File: src/rtl/out_reg_bank_ctrl.sv
// Sequencer for a bank of OUT_REG cells: drives per-lane bypass select and register clear,
// preloading lanes with live data before they leave bypass so the mode change is glitch-free.
module out_reg_bank_ctrl #(
  parameter int unsigned N_LANES        = 8,
  parameter int unsigned RST_CYCLES     = 2,
  parameter int unsigned PRELOAD_CYCLES = 1
) (
  input  logic               clk,
  input  logic               rst_n,
  input  logic               cfg_valid,
  output logic               cfg_ready,
  input  logic [N_LANES-1:0] cfg_mask,
  input  logic [N_LANES-1:0] cfg_mode,
  input  logic               cfg_clear,
  output logic [N_LANES-1:0] sel_o,
  output logic [N_LANES-1:0] reg_rst_o,
  output logic               busy,
  output logic               done
);

  localparam int unsigned MaxCycles = (RST_CYCLES > PRELOAD_CYCLES) ? RST_CYCLES : PRELOAD_CYCLES;
  localparam int unsigned CntW      = $clog2(MaxCycles + 1);
  localparam logic [CntW-1:0] RstLast = CntW'(RST_CYCLES - 1);
  localparam logic [CntW-1:0] PreLast = CntW'(PRELOAD_CYCLES - 1);

  typedef enum logic [2:0] {
    StInit,
    StIdle,
    StAccept,
    StClear,
    StPreload,
    StSwitch
  } state_e;

  state_e              state_q, state_d;
  logic [CntW-1:0]     cnt_q, cnt_d;
  logic [N_LANES-1:0]  mask_q, mode_q, to_reg_q;
  logic                clear_q;
  logic [N_LANES-1:0]  sel_q, sel_d;
  logic [N_LANES-1:0]  reg_rst_q, reg_rst_d;
  logic                done_q, done_d;
  logic                hs;

  assign hs = cfg_valid && (state_q == StIdle);

  // State register
  always_ff @(posedge clk or negedge rst_n) begin
    if (!rst_n) begin
      state_q <= StInit;
      cnt_q   <= '0;
    end else begin
      state_q <= state_d;
      cnt_q   <= cnt_d;
    end
  end

  // Next-state logic; the counter restarts from zero on every state entry
  always_comb begin
    state_d = state_q;
    cnt_d   = cnt_q + CntW'(1);
    unique case (state_q)
      StInit: begin
        if (cnt_q == RstLast) begin
          state_d = StIdle;
          cnt_d   = '0;
        end
      end
      StIdle: begin
        cnt_d = '0;
        if (hs && (cfg_mask != '0)) state_d = StAccept;
      end
      StAccept: begin
        cnt_d = '0;
        if (clear_q)              state_d = StClear;
        else if (to_reg_q != '0)  state_d = StPreload;
        else                      state_d = StSwitch;
      end
      StClear: begin
        if (cnt_q == RstLast) begin
          cnt_d   = '0;
          state_d = (to_reg_q != '0) ? StPreload : StSwitch;
        end
      end
      StPreload: begin
        if (cnt_q == PreLast) begin
          cnt_d   = '0;
          state_d = StSwitch;
        end
      end
      StSwitch: begin
        cnt_d   = '0;
        state_d = StIdle;
      end
      default: begin
        cnt_d   = '0;
        state_d = StInit;
      end
    endcase
  end

  // Next values of the registered outputs
  always_comb begin
    sel_d     = sel_q;
    reg_rst_d = reg_rst_q;
    done_d    = 1'b0;
    unique case (state_q)
      StInit: begin
        reg_rst_d = (cnt_q == RstLast) ? '0 : '1;
      end
      StIdle: begin
        if (hs && (cfg_mask == '0)) done_d = 1'b1;
      end
      StAccept: begin
        if (clear_q) reg_rst_d = mask_q;
      end
      StClear: begin
        if (cnt_q == RstLast) reg_rst_d = '0;
      end
      StPreload: begin
        reg_rst_d = '0;
      end
      StSwitch: begin
        sel_d  = (sel_q & ~mask_q) | (mode_q & mask_q);
        done_d = 1'b1;
      end
      default: begin
        reg_rst_d = '1;
      end
    endcase
  end

  // Output and request registers
  always_ff @(posedge clk or negedge rst_n) begin
    if (!rst_n) begin
      sel_q     <= '1;
      reg_rst_q <= '1;
      done_q    <= 1'b0;
      mask_q    <= '0;
      mode_q    <= '0;
      clear_q   <= 1'b0;
      to_reg_q  <= '0;
    end else begin
      sel_q     <= sel_d;
      reg_rst_q <= reg_rst_d;
      done_q    <= done_d;
      if (hs) begin
        mask_q   <= cfg_mask;
        mode_q   <= cfg_mode;
        clear_q  <= cfg_clear;
        // Lanes leaving bypass need a preload of live data first
        to_reg_q <= cfg_mask & ~cfg_mode & sel_q;
      end
    end
  end

  assign cfg_ready = (state_q == StIdle);
  assign busy      = (state_q != StIdle);
  assign sel_o     = sel_q;
  assign reg_rst_o = reg_rst_q;
  assign done      = done_q;

endmodule

File: config.mk
export PLATFORM = sky130hd
export DESIGN_NAME = out_reg_bank_ctrl
export DESIGN_NICKNAME = d
export VERILOG_FILES = /design/src/rtl/out_reg_bank_ctrl.sv
export SDC_FILE = /design/constraint.sdc
export NUM_CORES = 1
export LEC_CHECK = 0
export ABC_AREA = 0
export ABC_CLOCK_PERIOD_IN_PS = 1230
export BUFFER_PORTS_ARGS = -buffer_cell sky130_fd_sc_hd__clkbuf_2
export CORE_MARGIN = 4
export CORE_UTILIZATION = 35
export CTS_CLUSTER_SIZE = 24
export DETAILED_ROUTE_END_ITERATION = 8
export PLACE_DENSITY = 0.56
export SYNTH_ARGS = -nofsm -noshare
export SYNTH_HDL_FRONTEND = slang
export SYNTH_SLANG_ARGS = --single-unit
File: constraint.sdc
create_clock -name clk -period 1.23 [get_ports clk]
set_input_delay 0 -clock clk [delete_from_list [all_inputs] [get_ports clk]]
set_output_delay 0 -clock clk [all_outputs]
set_load 0.01 [all_outputs]
After elaboration in Yosys (flattened, before gate mapping)
Cells that the tools add are included.

word-level totals
  flip-flop bits (word level) = 47
  input port bits = 20
  logic and storage cells = 58

cells by class
  $add $sub $neg = 1
  equal/unequal tests = 12
  mux-type cells = 16
  bitwise operators = 8
  reduce and logical (&&, ||, !) cells = 12

operators by type and width
  cell                                                    number
  case mux 8 bit (5 select lines)                         1
  AND 8 bit                                               4
  2-to-1 mux 8 bit                                        3
  case mux 3 bit (6 select lines)                         1
  inverter 8 bit                                          2
  nonzero test 8 bit                                      2
  2-to-1 mux 3 bit                                        5
  logical NOT 8 bit                                       1
  inequality test 2 bit (second input constant)           4
  bitwise OR 8 bit                                        1
  == test 3 x 2 -> 1 bit (second input constant)          2
  == test 3 bit (second input constant)                   2
  2-to-1 mux 2 bit                                        2
  case mux 2 bit (2 select lines)                         1
  AND reduction 4 bit                                     1
  OR reduction 2 bit                                      2
  == test 3 x 1 -> 1 bit (second input constant)          1
  logical AND 1 bit                                       3
  logical NOT 3 bit                                       1
  inequality test 3 x 1 -> 1 bit (second input constant)  1
  AND reduction 3 bit                                     1
  adder 2 x 1 -> 2 bit (second input constant)            1
  == test 2 x 1 -> 1 bit (second input constant)          1
  logical NOT 2 bit                                       1
  4 further kinds                                         5

Logic depth before layout (Yosys ltp)
Gate-level depths: netlist (run 1).

  depth after elaboration = 5
  gate-level depth with buffers = 6
  gate-level depth less buffers = 6

Least setup slack after synthesis (run 1)
No wires, ideal clock.

  kind = reg2reg
  from = reg state_q[0]
  to = reg clear_q
  library setup time = 125 ps
  arrival time = 1327 ps
  required time = 1105 ps
  setup slack = -222 ps
  stages on the path, launching flop included = 6
  period minus slack after synthesis = 1452 ps
  cells stage by stage = dfrtp_1 > buf_4 > nor3b_4 > nand2_4 > buf_6 > mux2_4

on the way
  word-level cells in the longest chain between the ends = 2

ends and longest elaborated chain
  item                    line  source
  start, declared         35    state_e state_q, state_d;
  start signal, assigned  49    state_q <= StInit;
  start signal, assigned  52    state_q <= state_d;
  == test 3 x 1 -> 1 bit  n/a
  named net cfg_ready     11    output logic cfg_ready,
  logical AND 1 bit       44    assign hs = cfg_valid && (state_q == StIdle);
  end signal, assigned    149   clear_q <= cfg_clear;
  end, declared           38    logic clear_q;

The timed path passes the listed nets, and every way through them passes these cells.
A chain may end at the register's enable or synchronous reset.

Worst setup path after layout (run 1)
  from = reg state_q[1]
  to = reg mask_q[3]

on the way
  word-level cells in the longest chain between the ends = 2

ends and longest elaborated chain
  item                    line  source
  == test 3 x 1 -> 1 bit  44
  logical AND 1 bit       44
  end signal, assigned    147   mask_q <= cfg_mask;
  end, declared           37    logic [N_LANES-1:0] mask_q, mode_q, to_reg_q;

Every way passes these cells.

==> metrics.md, run 1 <==
| Metric | Value |
|---|---|
| TritonCTS Buffers | `5` |
| Compound-gate portion of the synthesized area | `10.41%` |
| Share of synthesized registers carrying an async set or reset | `100.0%` |
| Effective utilization at floorplan | `between 30% and 40%` |
| Final core utilization | `about half` |
| Number of global-route vias before repair | `about 1,600` |
| Root buffer cell | `sky130_fd_sc_hd__clkbuf_8` |
| Post-synthesis share of cell area spent on xor and xnor gates | `less than 1%` |
| Fill cell count | `552` |
| Violations in the final reports | `negative setup slack` |
| Number of iterations in the first detailed-routing pass | `4` |
| Maximum buffer depth of the clock tree | `2` |
| Total I/O pin count | `39` |
| Worst setup slack for register-to-register paths | `-150 ps` |
| Power, Total | `between 0.007 and 0.008 W` |
| Tightest Pin Transition | `about 320 ps` |
| Dominant combinational cell family by area after synthesis | `multiplexers` |
| Clock skew | `between 6 and 7 ps` |
| Placed standard-cell area | `around 0.0027 mm^2` |
| Antenna violations before repair | `0` |
| Relative slew margins | `about four fifths` |
| Die extent in x | `~87 um` |
| Final routed wirelength across all metal layers | `around 4800 um` |
| Maximum Capacitance Violations | `0` |
| Area share of and/or/nand/nor cells after synthesis | `13.54%` |
| Total gr overflow | `0` |
| Final hold violation count | `0` |
| Crit end category | `register` |
| Ys Warns | `0` |
| Net count after synthesis | `202` |
| Layout cell share with drive strength beyond 1 | `58.94%` |
| Largest net degree at the start of global routing | `48` |
| Multi-input logic area | `slightly above 0.001 mm^2` |
| Status | `finished, violations left` |
| Core Area | `around 0.0060 mm^2` |
| Share of synthesized cell area in full adder, half adder and majority cells | `2.275%` |
| Max IR drop VDD | `approximately 0.00099 V` |
| Sequential standard cell area | `0.001200 mm^2` |
| Post-synthesis to final-layout area growth | `38.68%` |
| Via-per-instance ratio | `just under 5` |
| DP Wirelength | `3359 um` |
| Clock tree from TritonCTS | `built` |
| Number of distinct library cells after synthesis | `37` |
| CTS clk-pin slew, worst paths | `approximately 90 ps` |
| EDFF count, synth | `0` |
| Highest attainable clock frequency | `just over 0.7 GHz` |
| Power per cell area | `around 2500 mW/mm^2` |
| CP startpoint kind | `register` |
| Global-route usage over all layers | `about an eighth` |
| Critical path origin | `state_q[1]` |
| Clock sink count | `47` |
| Commonest non-fill, non-tap cell in the layout | `sky130_fd_sc_hd__clkbuf_2` |
| Synth Cell Area | `around 0.0022 mm^2` |
| N_diodes | `0` |
| RR Startpoint | `state_q[1]` |
| Critical Path RT | `approximately 1400 ps` |
| Period Utilization, post-route | `111.9%` |
| Static Leak | `about 1.4 nW` |
| Class of the most critical hold timing path | `in2reg` |
| Number of placement rows | `28` |
| Minimum period implied by the final worst setup slack | `1376 ps` |
| Routability Congestion | `roughly 0.8` |
| Iteration-0 DRC Markers | `between 40 and 50` |
| Post-synth top flop | `sky130_fd_sc_hd__dfrtp_1` |
| Cell depth of the worst flop-to-flop path | `4` |
| Synthesized instance count | `~180` |
| Setup repair after global routing missed its margin | `yes` |
| Net total in the final layout | `between 200 and 300` |
| DRC Markers | `0` |
| Post-Layout Inst Area | `about 0.0031 mm^2` |
| Global-route wire length before repair | `around 7800 um` |
| Crit-path max FO | `26` |
| Area enclosed by the die boundary | `0.007617 mm^2` |
| Arrival time of data at the critical path endpoint | `1560 ps` |
| Yosys reg bits | `47` |
| FF-to-FF End | `mask_q[3]` |
| Sequential share of the synthesized area | `between 50% and 60%` |
| Final-report max-slew violation count | `0` |
| Drt wl/cell | `approximately 14 um` |
| Worst setup path class | `reg2reg` |
| Average cell area after synthesis | `roughly 12 um^2` |
| Clock H-tree levels | `2` |
| Vertical die dimension | `between 80 and 90 um` |
| Min Hold Slack | `around 35 ps` |
| Share of synthesized area spent on multiplexers | `approximately 15%` |
| Leading cell types in the layout, fill and taps excluded | `sky130_fd_sc_hd__clkbuf_2 (38), sky130_fd_sc_hd__buf_4 (30), sky130_fd_sc_hd__dfrtp_1 (28), sky130_fd_sc_hd__nand2_1 (17), sky130_fd_sc_hd__dfstp_2 (16)` |
| Count of vias placed by the detailed router | `approximately 1,600` |
| Destination of the critical timing path | `mask_q[3]` |
| Antenna-violating nets left | `0` |
| Clock latency reported for the late side of the worst-skew pair | `around 300 ps` |
| Number of buffer cells added on primary ports | `38` |
| Setup-failing EPs final | `between 40 and 50` |
| Worst setup margin | `-146.3 ps` |
## final cells by class
| class | count | area share (%) |
|---|---|---|
| Tap cell | 75 | 3.076 |
| Clock inverter | 1 | 0.2461 |
| Sequential cell | 47 | 39.34 |
| Timing Repair Buffer | 85 | 20.26 |
| Inverter | 6 | 0.7383 |
| Clock buffer | 7 | 3.158 |
| Multi-Input combinational cell | 117 | 33.18 |
## what timing repair did
item | 4_1_cts | 5_1_grt
endpoints found under the setup margin | 46 | 47
gates cloned | 0 | 0
pin swaps | 3 | 9
gates resized for setup | 14 | 22
hold buffers | 12 | 0
buffers inserted | 4 | 2
endpoints found under the hold margin | 61 | 0
## synth_stat cells (2+ instances only)
| library cell | count | area share (%) |
|---|---|---|
| sky130_fd_sc_hd__ha_1 | 4 | 2.3 |
| sky130_fd_sc_hd__buf_2 | 2 | 0.46 |
| sky130_fd_sc_hd__buf_4 | 2 | 0.68 |
| sky130_fd_sc_hd__nand3b_1 | 9 | 3.1 |
| sky130_fd_sc_hd__mux2_2 | 12 | 6.1 |
| sky130_fd_sc_hd__o22ai_1 | 2 | 0.57 |
| sky130_fd_sc_hd__nor4_1 | 2 | 0.57 |
| sky130_fd_sc_hd__a21oi_1 | 4 | 0.91 |
| sky130_fd_sc_hd__dfstp_2 | 16 | 19 |
| sky130_fd_sc_hd__nand2_1 | 29 | 4.9 |
| sky130_fd_sc_hd__clkbuf_1 | 2 | 0.34 |
| sky130_fd_sc_hd__inv_1 | 6 | 1.0 |
| sky130_fd_sc_hd__a2bb2oi_1 | 8 | 3.2 |
| sky130_fd_sc_hd__dfrtp_1 | 31 | 35 |
| sky130_fd_sc_hd__nor2_1 | 4 | 0.68 |
| sky130_fd_sc_hd__o21ai_0 | 10 | 2.3 |
| sky130_fd_sc_hd__or4_1 | 2 | 0.68 |
| sky130_fd_sc_hd__buf_6 | 2 | 1.0 |
| sky130_fd_sc_hd__mux2_4 | 13 | 8.9 |
## worst max-delay path: stages (launching register included)
cell and delay [ps]:
sky130_fd_sc_hd__dfrtp_2 450, sky130_fd_sc_hd__nor3b_4 250, sky130_fd_sc_hd__nand2_4 70, sky130_fd_sc_hd__buf_12 170, sky130_fd_sc_hd__mux2_4 300
## power by group
group / total, W / switching, W / leakage (nW) / internal (W)
clock network: 0.00103 / 0.000523 / 0.0505 / 0.000512
logic: 0.00360 / 0.00151 / 0.775 / 0.00210
registers: 0.00296 / 0.000556 / 0.553 / 0.00241
total: 0.00760 / 0.00259 / 1.38 / 0.00502
## how the worst min path moves through the flow
| stage | start | slack (ps) | depth (start not counted) | to |
|---|---|---|---|---|
| final | cfg_mask[4] | 30 | 3 | mask_q[4] |
| after global routing | cfg_mask[2] | 40 | 3 | mask_q[2] |
| after CTS | cfg_mask[4] | 30 | 3 | mask_q[4] |
| after floorplan | rst_n | -300 | 0 | clear_q |
| after global placement | rst_n | 8 | 2 | cnt_q[0] |
| after detailed placement | rst_n | 10 | 2 | cnt_q[0] |
## cell families (layout without fill, tap and decap cells)
group                    count (synthesis)  after routing
AO/OA/AOI/OAI                           32             32
XOR/XNOR                                 1              1
adder cells (fa/ha/maj)                  4              4
buffers and inverters                   14             99
flip-flops                              47             47
multiplexers                            26             26
AND/OR/NAND/NOR                         54             54
## metrics by stage
step | std cells | setup TNS [ps] | worst slack [ps]
3_3_place_gp | 313 | -4872 | -152.0
5_1_grt | 338 | -6353 | -189.8
3_5_place_dp | 313 | -5416 | -170.1
6_report | 338 | -4291 | -146.3
4_1_cts | 337 | -4577 | -147.2
2_1_floorplan | 178 | -4497 | -220.7
## metal layers
metal | routed length (um) | up-vias | track usage (%)
met5 | 0 | - | 0
met4 | 46 | 0 | 3.347
met3 | 172 | 4 | 3.311
met2 | 2264 | 27 | 19.66
met1 | 2267 | 802 | 18.88
li1 | - | 805 | -
Power figures use the tool's default switching activity.
==> inputs of run 2 (changes only) <==
Settings changed: CORE_MARGIN 4 to 2, SKIP_CTS_REPAIR_TIMING set to 1.
==> metrics.md, run 2 (synthesis gave the netlist of run 1 again) <==
| Metric | Value |
|---|---|
| Worst setup slack for register-to-register paths | `-160 ps (was -150 ps)` |
| Final-report max-slew violation count | `0 (unchanged)` |
| Global-route wire length before repair | `7879 um (was 7797 um)` |
| Highest attainable clock frequency | `0.7215 GHz (was 0.7266 GHz)` |
| Comb power frac | `50.9% (was 47.4%)` |
| Static Leak | `1.482 nW (was 1.379 nW)` |
| Period Utilization, post-route | `112.7% (was 111.9%)` |
| Die extent in x | `83.28 um (was 87.28 um)` |
| Antenna-violating nets left | `0 (unchanged)` |
| Number of instances on the worst hold path | `3 (unchanged)` |
| Leading cell types in the layout, fill and taps excluded | `sky130_fd_sc_hd__clkbuf_2 (38), sky130_fd_sc_hd__dfrtp_1 (29), sky130_fd_sc_hd__buf_4 (27), sky130_fd_sc_hd__nand2_1 (20), sky130_fd_sc_hd__mux2_4 (20) (was sky130_fd_sc_hd__clkbuf_2 (38), sky130_fd_sc_hd__buf_4 (30), sky130_fd_sc_hd__dfrtp_1 (28), sky130_fd_sc_hd__nand2_1 (17), sky130_fd_sc_hd__dfstp_2 (16))` |
| Status | `finished, violations left (unchanged)` |
| Maximum buffer depth of the clock tree | `2 (unchanged)` |
| Min Hold Slack | `-6.106 ps (was 34.65 ps)` |
| Worst-case setup slack after placement | `-192.2 ps (was -170.1 ps)` |
| Clock latency reported for the late side of the worst-skew pair | `300 ps (about the same)` |
| DP Wirelength | `3345 um (was 3359 um)` |
| Tightest Pin Transition | `340.0 ps (was 316.1 ps)` |
| Relative slew margins | `77.13% (was 78.73%)` |
| Iteration-0 DRC Markers | `73 (was 43)` |
| Minimum period implied by the final worst setup slack | `1386 ps (was 1376 ps)` |
| Cell-internal power | `0.005243 W (was 0.005018 W)` |
| Clock power share | `11.8% (was 13.6%)` |
| Cells traversed along the worst timing path | `nor3b_4 > nand2_4 > buf_12 > mux2_4 (unchanged)` |
| Final cell count without fillers | `341 (was 338)` |
| Number of iterations in the first detailed-routing pass | `4 (unchanged)` |
| Antenna violations before repair | `0 (unchanged)` |
| Maximum Capacitance Violations | `0 (unchanged)` |
| N_diodes | `0 (unchanged)` |
| Number of global-route vias before repair | `1,577 (was 1,619)` |
| Drt wl/cell | `14.72 um (was 14.06 um)` |
| Final routed wirelength across all metal layers | `5020 um (was 4752 um)` |
| Clock sink count | `47 (unchanged)` |
| Total gr overflow | `0 (unchanged)` |
| Via-per-instance ratio | `4.830 (was 4.846)` |
| DRC Markers | `0 (unchanged)` |
| Violations in the final reports | `negative hold slack, negative setup slack (was negative setup slack)` |
| Clock tree from TritonCTS | `built (unchanged)` |
| Final core utilization | `53.59% (was 50.62%)` |
| Delay contributed by the slowest stage of the critical path | `450 ps (about the same)` |
| FF-to-FF End | `mode_q[7] (was mask_q[3])` |
| Placed cells | `317 (was 313)` |
| Net total in the final layout | `289 (was 286)` |
| Switching power total | `0.002819 W (was 0.002585 W)` |
| Worst setup path class | `reg2reg (unchanged)` |
| Final hold violation count | `1 (was 0)` |
| CTS clk-pin slew, worst paths | `90 ps (about the same)` |
| Slowest-stage cell, CP | `sky130_fd_sc_hd__dfrtp_1 (was sky130_fd_sc_hd__dfrtp_2)` |
| Critical Path RT | `1420 ps (was 1410 ps)` |
| Clock skew | `5.573 ps (was 6.890 ps)` |
| Post-synthesis to final-layout area growth | `45.96% (was 38.68%)` |
| Worst Hold Path EP | `to_reg_q[3] (was mask_q[4])` |
| Effective utilization at floorplan | `36.72% (was 36.50%)` |
| Area enclosed by the die boundary | `0.006935 mm^2 (was 0.007617 mm^2)` |
| Power per cell area | `2511 mW/mm^2 (was 2493 mW/mm^2)` |
| Crit end category | `register (unchanged)` |
| Switching share of power | `34.96% (was 34.00%)` |
| Routability Congestion | `0.7722 (was 0.7926)` |
| Max IR drop VDD | `0.001015 V (was 0.0009870 V)` |
| Setup repair after global routing missed its margin | `yes (unchanged)` |
| Commonest non-fill, non-tap cell in the layout | `sky130_fd_sc_hd__clkbuf_2 (unchanged)` |
| Number of buffer cells added on primary ports | `38 (unchanged)` |
| Vertical die dimension | `83.28 um (was 87.28 um)` |
| Worst setup margin | `-156.0 ps (was -146.3 ps)` |
| Layout cell share with drive strength beyond 1 | `61.28% (was 58.94%)` |
| Largest net degree at the start of global routing | `48 (unchanged)` |
| Global-route usage over all layers | `14.36% (was 13.10%)` |
| Crit-path max FO | `32 (was 26)` |
| Arrival time of data at the critical path endpoint | `1570 ps (was 1560 ps)` |
| CP startpoint kind | `register (unchanged)` |
| Class of the most critical hold timing path | `in2reg (unchanged)` |
| Launch instance of the worst min-delay path | `cfg_mask[3] (was cfg_mask[4])` |
| Relative contribution of sequential cells to total power | `37.3% (was 39.0%)` |
| Cell depth of the worst flop-to-flop path | `4 (unchanged)` |
| TritonCTS Buffers | `5 (unchanged)` |
| Clock H-tree levels | `2 (unchanged)` |
| RR Startpoint | `state_q[1] (unchanged)` |
| Core Area | `0.005991 mm^2 (was 0.006026 mm^2)` |
| Setup-failing EPs final | `41 (unchanged)` |
| Count of vias placed by the detailed router | `1,647 (was 1,638)` |
| Total I/O pin count | `39 (unchanged)` |
| Number of placement rows | `28 (unchanged)` |
| Root buffer cell | `sky130_fd_sc_hd__clkbuf_8 (unchanged)` |
## run 2: how the worst max path moves through the flow
stage | startpoint | end | slack, ps | cells past startpoint
after floorplan | state_q[0] | clear_q | -220 | 5
after global placement | cnt_q[1] | reg_rst_o[3] | -170 | 6
after detailed placement | state_q[2] | mode_q[0] | -190 | 4
after CTS | state_q[2] | mask_q[7] | -210 | 4
after global routing | cnt_q[1] | state_q[0] | -220 | 7
final | state_q[1] | mode_q[7] | -160 | 4
## run 2: worst max-delay path: cells and delay by family, from the launching register on
kind / cells / cell delay [ps]
buffers and inverters: 1 / 180
flip-flops: 1 / 450
multiplexers: 1 / 300
AND/OR/NAND/NOR: 2 / 330
## run 2: cell type report
cell class                 instances  area [um^2]
tap                               75        93.84
sequential                        47         1199
fill                             513         2780
inverter                           6        25.02
clock inverter                     1        5.005
timing repair buffer              88        668.1
multi-input combinational        117         1134
clock buffer                       7        86.33
## run 2: power groups by stage
stage	clock network [W]	logic, W	registers, W
after floorplan	0	0.00207	0.00289
after global placement	0	0.00324	0.00291
after detailed placement	0	0.00330	0.00290
after CTS	0.000998	0.00330	0.00288
after global routing	0.00107	0.00443	0.00311
final	0.000954	0.00410	0.00301
## run 2: layer usage
layer / track usage (%) / part of all wire [%] / vias up / wire [um]
li1: - / - / 803 / -
met1: 20.48 / 47 / 808 / 2372
met2: 21.11 / 48 / 32 / 2423
met3: 3.877 / 3.7 / 4 / 184
met4: 4.769 / 0.78 / 0 / 39
met5: 0 / 0 / - / 0
## run 2: stage by stage
stage | setup TNS (ps) | cell area [um^2] | power [W]
floorplan | -4497 | 2217 | 0.004959
global placement | -5197 | 2709 | 0.006147
detailed placement | -5920 | 2709 | 0.006200
CTS | -7167 | 2800 | 0.007187
global route | -7292 | 3211 | 0.008607
finish | -4196 | 3211 | 0.008062
